$ cat src/rtl/mips_pkg.sv
// Shared constants for the single-cycle MIPS core: opcodes,
// architectural register indices and the default datapath width.
package mips_pkg;

    localparam int DATA_W = 32;
    localparam int REG_AW = 5;

    localparam logic [5:0] OP_SLTIU = 6'h0B;
    localparam logic [5:0] OP_ANDI  = 6'h0C;
    localparam logic [5:0] OP_ORI   = 6'h0D;
    localparam logic [5:0] OP_XORI  = 6'h0E;
    localparam logic [5:0] OP_LUI   = 6'h0F;
    localparam logic [5:0] OP_JAL   = 6'h03;

    localparam logic [REG_AW-1:0] REG_ZERO = 5'd0;
    localparam logic [REG_AW-1:0] REG_RA   = 5'd31;

endpackage

$ cat src/rtl/regfile32.sv
// Two-read / one-write register array with synchronous reset.
// Ports: clock, reset, raddr1/raddr2 -> rdata1/rdata2 (combinational),
//        waddr/wdata/wen commit on the rising edge; writes to $0 dropped.
module regfile32
    import mips_pkg::*;
#(
    parameter int WIDTH    = DATA_W,
    parameter int NUM_REGS = 32,
    parameter int AW       = $clog2(NUM_REGS)
) (
    input  logic             clock,
    input  logic             reset,
    input  logic [AW-1:0]    raddr1,
    input  logic [AW-1:0]    raddr2,
    input  logic [AW-1:0]    waddr,
    input  logic [WIDTH-1:0] wdata,
    input  logic             wen,
    output logic [WIDTH-1:0] rdata1,
    output logic [WIDTH-1:0] rdata2
);

    logic [WIDTH-1:0] regs [NUM_REGS];

    // $0 is cleared by reset and never written, so it always reads 0.
    always_ff @(posedge clock) begin
        if (reset) begin
            for (int i = 0; i < NUM_REGS; i++) begin
                regs[i] <= '0;
            end
        end else if (wen && (waddr != AW'(REG_ZERO))) begin
            regs[waddr] <= wdata;
        end
    end

    // No write bypass: a same-cycle read sees the pre-edge value.
    assign rdata1 = regs[raddr1];
    assign rdata2 = regs[raddr2];

endmodule

$ cat src/rtl/idecode32.sv
// Decode / register-file stage: operand reads, immediate extension and
// write-back of ALU result, load data or the jal link address.
// Ports: clock, reset (sync, active-high); Instruction, read_data,
//        ALU_result, opcplus4, Jal, RegWrite, MemtoReg, RegDst in;
//        read_data_1, read_data_2, imme_extend out.
module idecode32
    import mips_pkg::*;
#(
    parameter int WIDTH    = DATA_W,
    parameter int NUM_REGS = 32
) (
    input  logic             clock,
    input  logic             reset,
    input  logic [31:0]      Instruction,
    input  logic [WIDTH-1:0] read_data,
    input  logic [WIDTH-1:0] ALU_result,
    input  logic [WIDTH-1:0] opcplus4,
    input  logic             Jal,
    input  logic             RegWrite,
    input  logic             MemtoReg,
    input  logic             RegDst,
    output logic [WIDTH-1:0] read_data_1,
    output logic [WIDTH-1:0] read_data_2,
    output logic [WIDTH-1:0] imme_extend
);

    logic [5:0]        opcode;
    logic [REG_AW-1:0] rs;
    logic [REG_AW-1:0] rt;
    logic [REG_AW-1:0] rd;
    logic [15:0]       imm;
    logic [REG_AW-1:0] waddr;
    logic [WIDTH-1:0]  wdata;
    logic              zext;

    assign opcode = Instruction[31:26];
    assign rs     = Instruction[25:21];
    assign rt     = Instruction[20:16];
    assign rd     = Instruction[15:11];
    assign imm    = Instruction[15:0];

    always_comb begin
        waddr = rt;
        if (Jal) begin
            waddr = REG_RA;
        end else if (RegDst) begin
            waddr = rd;
        end
    end

    always_comb begin
        wdata = ALU_result;
        if (Jal) begin
            wdata = opcplus4;
        end else if (MemtoReg) begin
            wdata = read_data;
        end
    end

    // Logical immediates and sltiu are unsigned; everything else,
    // lui included, is sign-extended.
    always_comb begin
        case (opcode)
            OP_ANDI, OP_ORI, OP_XORI, OP_SLTIU: zext = 1'b1;
            default:                            zext = 1'b0;
        endcase
    end

    assign imme_extend = zext
        ? {{(WIDTH-16){1'b0}}, imm}
        : {{(WIDTH-16){imm[15]}}, imm};

    regfile32 #(
        .WIDTH   (WIDTH),
        .NUM_REGS(NUM_REGS),
        .AW      (REG_AW)
    ) u_rf (
        .clock (clock),
        .reset (reset),
        .raddr1(rs),
        .raddr2(rt),
        .waddr (waddr),
        .wdata (wdata),
        .wen   (RegWrite),
        .rdata1(read_data_1),
        .rdata2(read_data_2)
    );

endmodule

$ cat config.mk
export PLATFORM = sky130hd
export DESIGN_NAME = idecode32
export DESIGN_NICKNAME = d
export VERILOG_FILES = /design/src/rtl/mips_pkg.sv /design/src/rtl/regfile32.sv /design/src/rtl/idecode32.sv
export SDC_FILE = /design/constraint.sdc
export NUM_CORES = 2
export LEC_CHECK = 0
export CORE_MARGIN = 4
export CORE_UTILIZATION = 40
export DETAILED_ROUTE_END_ITERATION = 8
export DONT_BUFFER_PORTS = 1
export GPL_TIMING_DRIVEN = 0
export PLACE_DENSITY = 0.64
export REMOVE_ABC_BUFFERS = 1
export SKIP_LAST_GASP = 1
export SLEW_MARGIN = 20
export SYNTH_ARGS = -nofsm -noshare
export SYNTH_HDL_FRONTEND = slang
export SYNTH_HIERARCHICAL = 1
export SYNTH_SLANG_ARGS = --single-unit
$ cat constraint.sdc
create_clock -name clock -period 3.6 [get_ports clock]
set_clock_uncertainty 0.2 [all_clocks]
set_input_delay 0.54 -clock clock [delete_from_list [all_inputs] [get_ports clock]]
set_output_delay 0.54 -clock clock [all_outputs]
set_load 0.1 [all_outputs]
# --- After elaboration in Yosys (flattened, before gate mapping) ---
# Memories as Yosys holds them, arrays and structs flattened.
# Cells that the tools add are included.
op_classes:
  n_eq_ne: 4
  muxes: 14
  reduce_logical: 4
ops:
  columns: ["op", "n"]
  rows:
  - ["$mux 32", 4]
  - ["$reduce_or 32->1", 1]
  - ["$eq 6x4->1 const B", 4]
  - ["$mux 5", 3]
  - ["$mux 1", 7]
  - ["$reduce_bool 5->1", 1]
  - ["$reduce_or 4->1", 1]
  - ["$logic_and 1x1->1", 1]
word_totals:
  reg_bits: 0
  ram_bits: 1024
  in_bits: 134
  output_inout_bits: 96
  word_cells: 23
  memories: 1
mem_list:
  columns: ["memory", "depth", "word_bits", "read_ports", "rd_clocked_by_memory_dff", "wr", "line_no", "source"]
  rows:
  - ["u_rf.regs", 32, 32, 2, 0, 32, "regfile32.sv:22", "logic [WIDTH-1:0] regs [NUM_REGS];"]

# --- Logic depth before layout (Yosys ltp) ---
depth:
  ltp_word: 9
  ltp_mapped: 8
  ltp_nobuf: 6

# --- By module ---
# The synthesis kept the hierarchy.
modules_own_cells:
  columns: ["mod", "instances", "cells_each", "area_per_inst_um2", "seq_area_each_um2"]
  rows:
  - ["regfile32", 1, 4605, 55896.1, 30749.5]
  - ["idecode32", 1, 155, 1066.0, 0.0]

# --- Worst setup path before layout ---
# OpenSTA, ideal clock, no wires.
synth_timing:
  path_type: "input-to-output"
  start: "input port Instruction[27]"
  end: "output port imme_extend[17]"
  arrival_ns: 3.551
  required_time_ns: 2.860
  path_slack_ns: -0.691
  stages: 4
  n_path_buf: 1
  path_cell_list: "nand2_1 -> xnor2_1 -> a31oi_1 -> buf_4"
synth_between:
  elab_chain_cells: 4
  word_cells_on_any_way: 7
  cone_classes: "eq/ne: 4; mux: 2; reduce/logical: 1"
synth_lines:
  columns: ["item", "line_no", "source"]
  rows:
  - ["start: declaration", "idecode32.sv:14", "input logic [31:0] Instruction,"]
  - ["$eq 6x4->1", "idecode32.sv:63", "case (opcode)"]
  - ["$reduce_or 4->1 (*)", "idecode32.sv:63", null]
  - ["$mux 1 (*)", "idecode32.sv:63", null]
  - ["$mux 32 (*)", "idecode32.sv:70", "? {{(WIDTH-16){1'b0}}, imm}"]
  - ["end: declaration", "idecode32.sv:24", "output logic [WIDTH-1:0] imme_extend"]
# Mark *: on every way between the ends. The rest lies on a longest branch, timed or not.

# --- Worst setup path after layout ---
layout_timing:
  start: "input port Instruction[17]"
  end: "output port read_data_2[19]"
layout_between:
  elab_chain_cells: 1
layout_lines:
  columns: ["item", "line_no", "source"]
  rows:
  - ["$mem_v2 32x32", null, null]
  - ["end: declaration", "idecode32.sv:23", "output logic [WIDTH-1:0] read_data_2,"]
# Every way passes these cells.

==> results by group <==
Outcome
  • Outcome: complete, but fails checks
  • Failing checks: max-slew violations, negative setup slack

Min path
  • Hold path startpoint: opcplus4[26]
  • Hold WC Path Type: primary input to flip-flop

Cells and area
  • Commonest cells after routing, fill and taps aside: mux2i_1, edfxtp_1, and2_1
  • Final Net Count: about 4700
  • Most common cell after layout, fill and taps aside: mux2i_1
  • Max reg flops: approximately 1000
  • Layout cells sized above 1: a little under an eighth
  • Layout overhead on the synthesized area: 15.1%
  • Most flop-heavy register: u_rf/regs
  • Top flop regs: u_rf/regs: 1024 flops

Floorplan
  • Initial Util: 40.2%
  • Die Span Y: between 300 and 400 um
  • Rows: 138
  • Die W: 385 um
  • Die Area: approximately 0.15 mm2
  • Ports: 230
  • Core Area: 0.142 mm2

STA
  • Fmax: 216 MHz
  • # setup viols final: about 1400
  • Setup TNS Final: -581.62 ns
  • Final Hold Fails: 0
  • Max_slew headroom: -56.1%
  • Final period util: 128%
  • Number of slew-limit violations in the final report: ~420
  • Final critical-path required period: between 4 and 5 ns
  • PnR worst setup slack: -1.02 ns
  • Slew @ Worst Pin: 2.34 ns

CTS
  • CTS tree: yes
  • CTS sink cnt: 1024
  • Clock Path Buffers: 3
  • # H-tree levels: 3
  • Clock root buffer: clkbuf_16
  • Inserted Clock Buffers: roughly 110
  • Reg clk slew, reported paths: around 0.060 ns

Synth
  • Flops & latches, synth: roughly 1000
  • Count of cell types in the netlist: 36
  • Register area share after synthesis: 54.0%
  • Yosys warns: 6
  • Syn Inst Count: 4760
  • Post-synthesis cell area: 0.0570 mm2
  • Syn avg cell area: 12.0 um2

Routing
  • Routed WL per cell: between 20 and 30 um
  • Routed met2 length: slightly below 90000 um
  • # DRC: 0
  • Routed vias: between 30000 and 40000
  • Final ANT Viol Nets: 0
  • Topmost layer with routed signal wires: met5
  • Final wirelength: roughly 190000 um
  • M1 WL: about 79000 um
  • Drt first pass iters: 5
  • DR iter-0 viols: about 4600
  • Vias per cell: ~6
  • Wire length on met3: approximately 18000 um

GRT
  • Vias in the first global route: around 38000
  • GR Util All Layers: around 24%
  • Initial antenna violation count: 11
  • Total grt overflow: 0
  • Largest net degree at the start of global routing: roughly 510
  • First-pass GRT wire length: between 200000 and 300000 um

Worst setup path
  • Critical path origin: Instruction[17]
  • Critical path's top delay family: compound AO/OA/AOI/OAI gates
  • Critical-path cell list: mux2i_1 -> a22o_1 -> nor3_1 -> a31oi_1 -> nand3_2
  • Type of origin of the critical path: primary input
  • CP endpoint kind: output port
  • Critical Path AT: around 3.9 ns
  • Critical path buffers and inverters: 0
  • Crit-path slowest cell: mux2i_1
  • Kind of critical path: primary input to output port
  • CP max FO: roughly 500
  • Crit path required time: between 2 and 3 ns
  • Crit-path max cell delay: between 0.7 and 0.8 ns

Placement
  • Final HPWL DP: about 110000 um
  • Global placer's final weighted congestion: 0.863
  • IO Port Bufs: 0

Power
  • Seq pwr share: a little under half
  • Leak: about 25 nW
  • Clock power share: between 30% and 40%
  • Tot Pwr: roughly 30 mW
  • Sw Share: roughly 27%
  • Worst vdd ir: 0.391 mV
  • Comb pwr share: roughly 16%
  • Power Dens Cells: 461 mW/mm2
  • Int Power: between 20 and 25 mW
  • Net Sw Power: between 8 and 9 mW

Job
  • Max Cap Viol: 0
Yosys cell counts:
master / instances / area, um2
o21ai_0: 2 / 10.0
nor2_1: 22 / 82.6
or2_2: 33 / 206
xnor2_1: 1 / 8.76
clkbuf_1: 219 / 822
and2_1: 994 / 6220
buf_1: 24 / 90.1
or3_1: 2 / 12.5
inv_1: 1 / 3.75
nand2_1: 229 / 860
clkbuf_2: 9 / 45.0
or3b_4: 2 / 22.5
nand3b_2: 1 / 11.3
nand3_1: 193 / 966
edfxtp_1: 1024 / 30700
clkbuf_4: 7 / 52.6
nor2_2: 7 / 43.8
buf_2: 119 / 596
a22o_1: 128 / 1120
a22oi_1: 192 / 1440
buf_4: 95 / 713
nand2b_1: 5 / 31.3
a21oi_1: 192 / 961
a31oi_1: 65 / 407
nor2b_1: 10 / 62.6
o21ai_1: 28 / 140
nand3b_1: 3 / 22.5
buf_6: 14 / 158
nand3_2: 1 / 10.0
a211o_1: 5 / 43.8
buf_12: 3 / 60.1
conb_1: 1 / 3.75
nor3_1: 64 / 320
nor2_4: 7 / 78.8
mux2i_1: 1056 / 10600
o21ai_2: 2 / 17.5
layer usage:
layer  vias up  track usage [%]
met5         -                0
met4         2             8.84
met3       413             4.25
met2      2114             38.9
met1     20100             32.8
li1      17000                -
cell type report:
cell class | count | area (um2)
clock inverter | 57 | 637
multi-input combinational | 3290 | 25500
fill | 12500 | 76000
tap | 1890 | 2360
timing repair buffer | 162 | 3450
sequential | 1024 | 30700
clock buffer | 135 | 2870
inverter | 1 | 3.75
antenna | 2 | 5.00
worst min-delay path, delay by kind of cell:
kind,cells,cell delay (ns)
AOI/OAI and AO/OA,1,0.12
and+or+nand+nor,2,0.20
logic make-up (layout without fill, tap and decap cells):
| group | after synthesis | after routing | synth area share (%) |
|---|---|---|---|
| other | 1 | 34 | 0.00658 |
| and+or+nand+nor | 1573 | 1587 | 15.7 |
| muxes | 1056 | 1056 | 18.6 |
| xor gates and xnor gates | 1 | 1 | 0.0154 |
| AOI/OAI and AO/OA | 614 | 614 | 7.27 |
| DFF | 1024 | 1024 | 54.0 |
| buffers and inverters | 491 | 355 | 4.46 |
repair_timing:
action                                  4_1_cts  5_1_grt
resized for setup                           122       37
setup buffers                                 8       18
hold endpoints to repair                     32        0
pin swaps                                    11       26
endpoints found under the setup margin      573      628
gates cloned                                  4       20
hold buffers                                  2        0
power by group through the flow:
stage | logic [mW] | clock network, mW | registers (mW)
finish | 4.80 | 11.3 | 14.1
global route | 4.93 | 11.9 | 14.2
CTS | 4.44 | 11.4 | 14.1
detailed placement | 4.27 | 0 | 14.4
global placement | 3.93 | 0 | 14.3
floorplan | 2.75 | 0 | 14.3
worst paths after layout:
| path | cells past startpoint | slack (ns) | end |
|---|---|---|---|
| max | 5 | -1.02 | read_data_2[19] |
| min | 3 | 0.06 | u_rf/regs[7][26]$_SDFFCE_PN0P_ |
per-stage QoR:
stage / util (%) / hold slack [ns] / worst slack, ns / area [um2] / instances
after floorplan: - / 0.452 / -23.01 / 54500 / 4301
after global placement: 40.2 / 0.467 / -23.19 / 56900 / 6191
after CTS: 45.8 / 0.0288 / -0.415 / 64800 / 6517
final: 46.3 / 0.0588 / -1.02 / 65600 / 6561
after detailed placement: 42.7 / 0.468 / -1.40 / 60500 / 6312
after global routing: 46.3 / 0.0672 / -0.276 / 65600 / 6559
No activity file was read; power rests on OpenSTA's default activity.
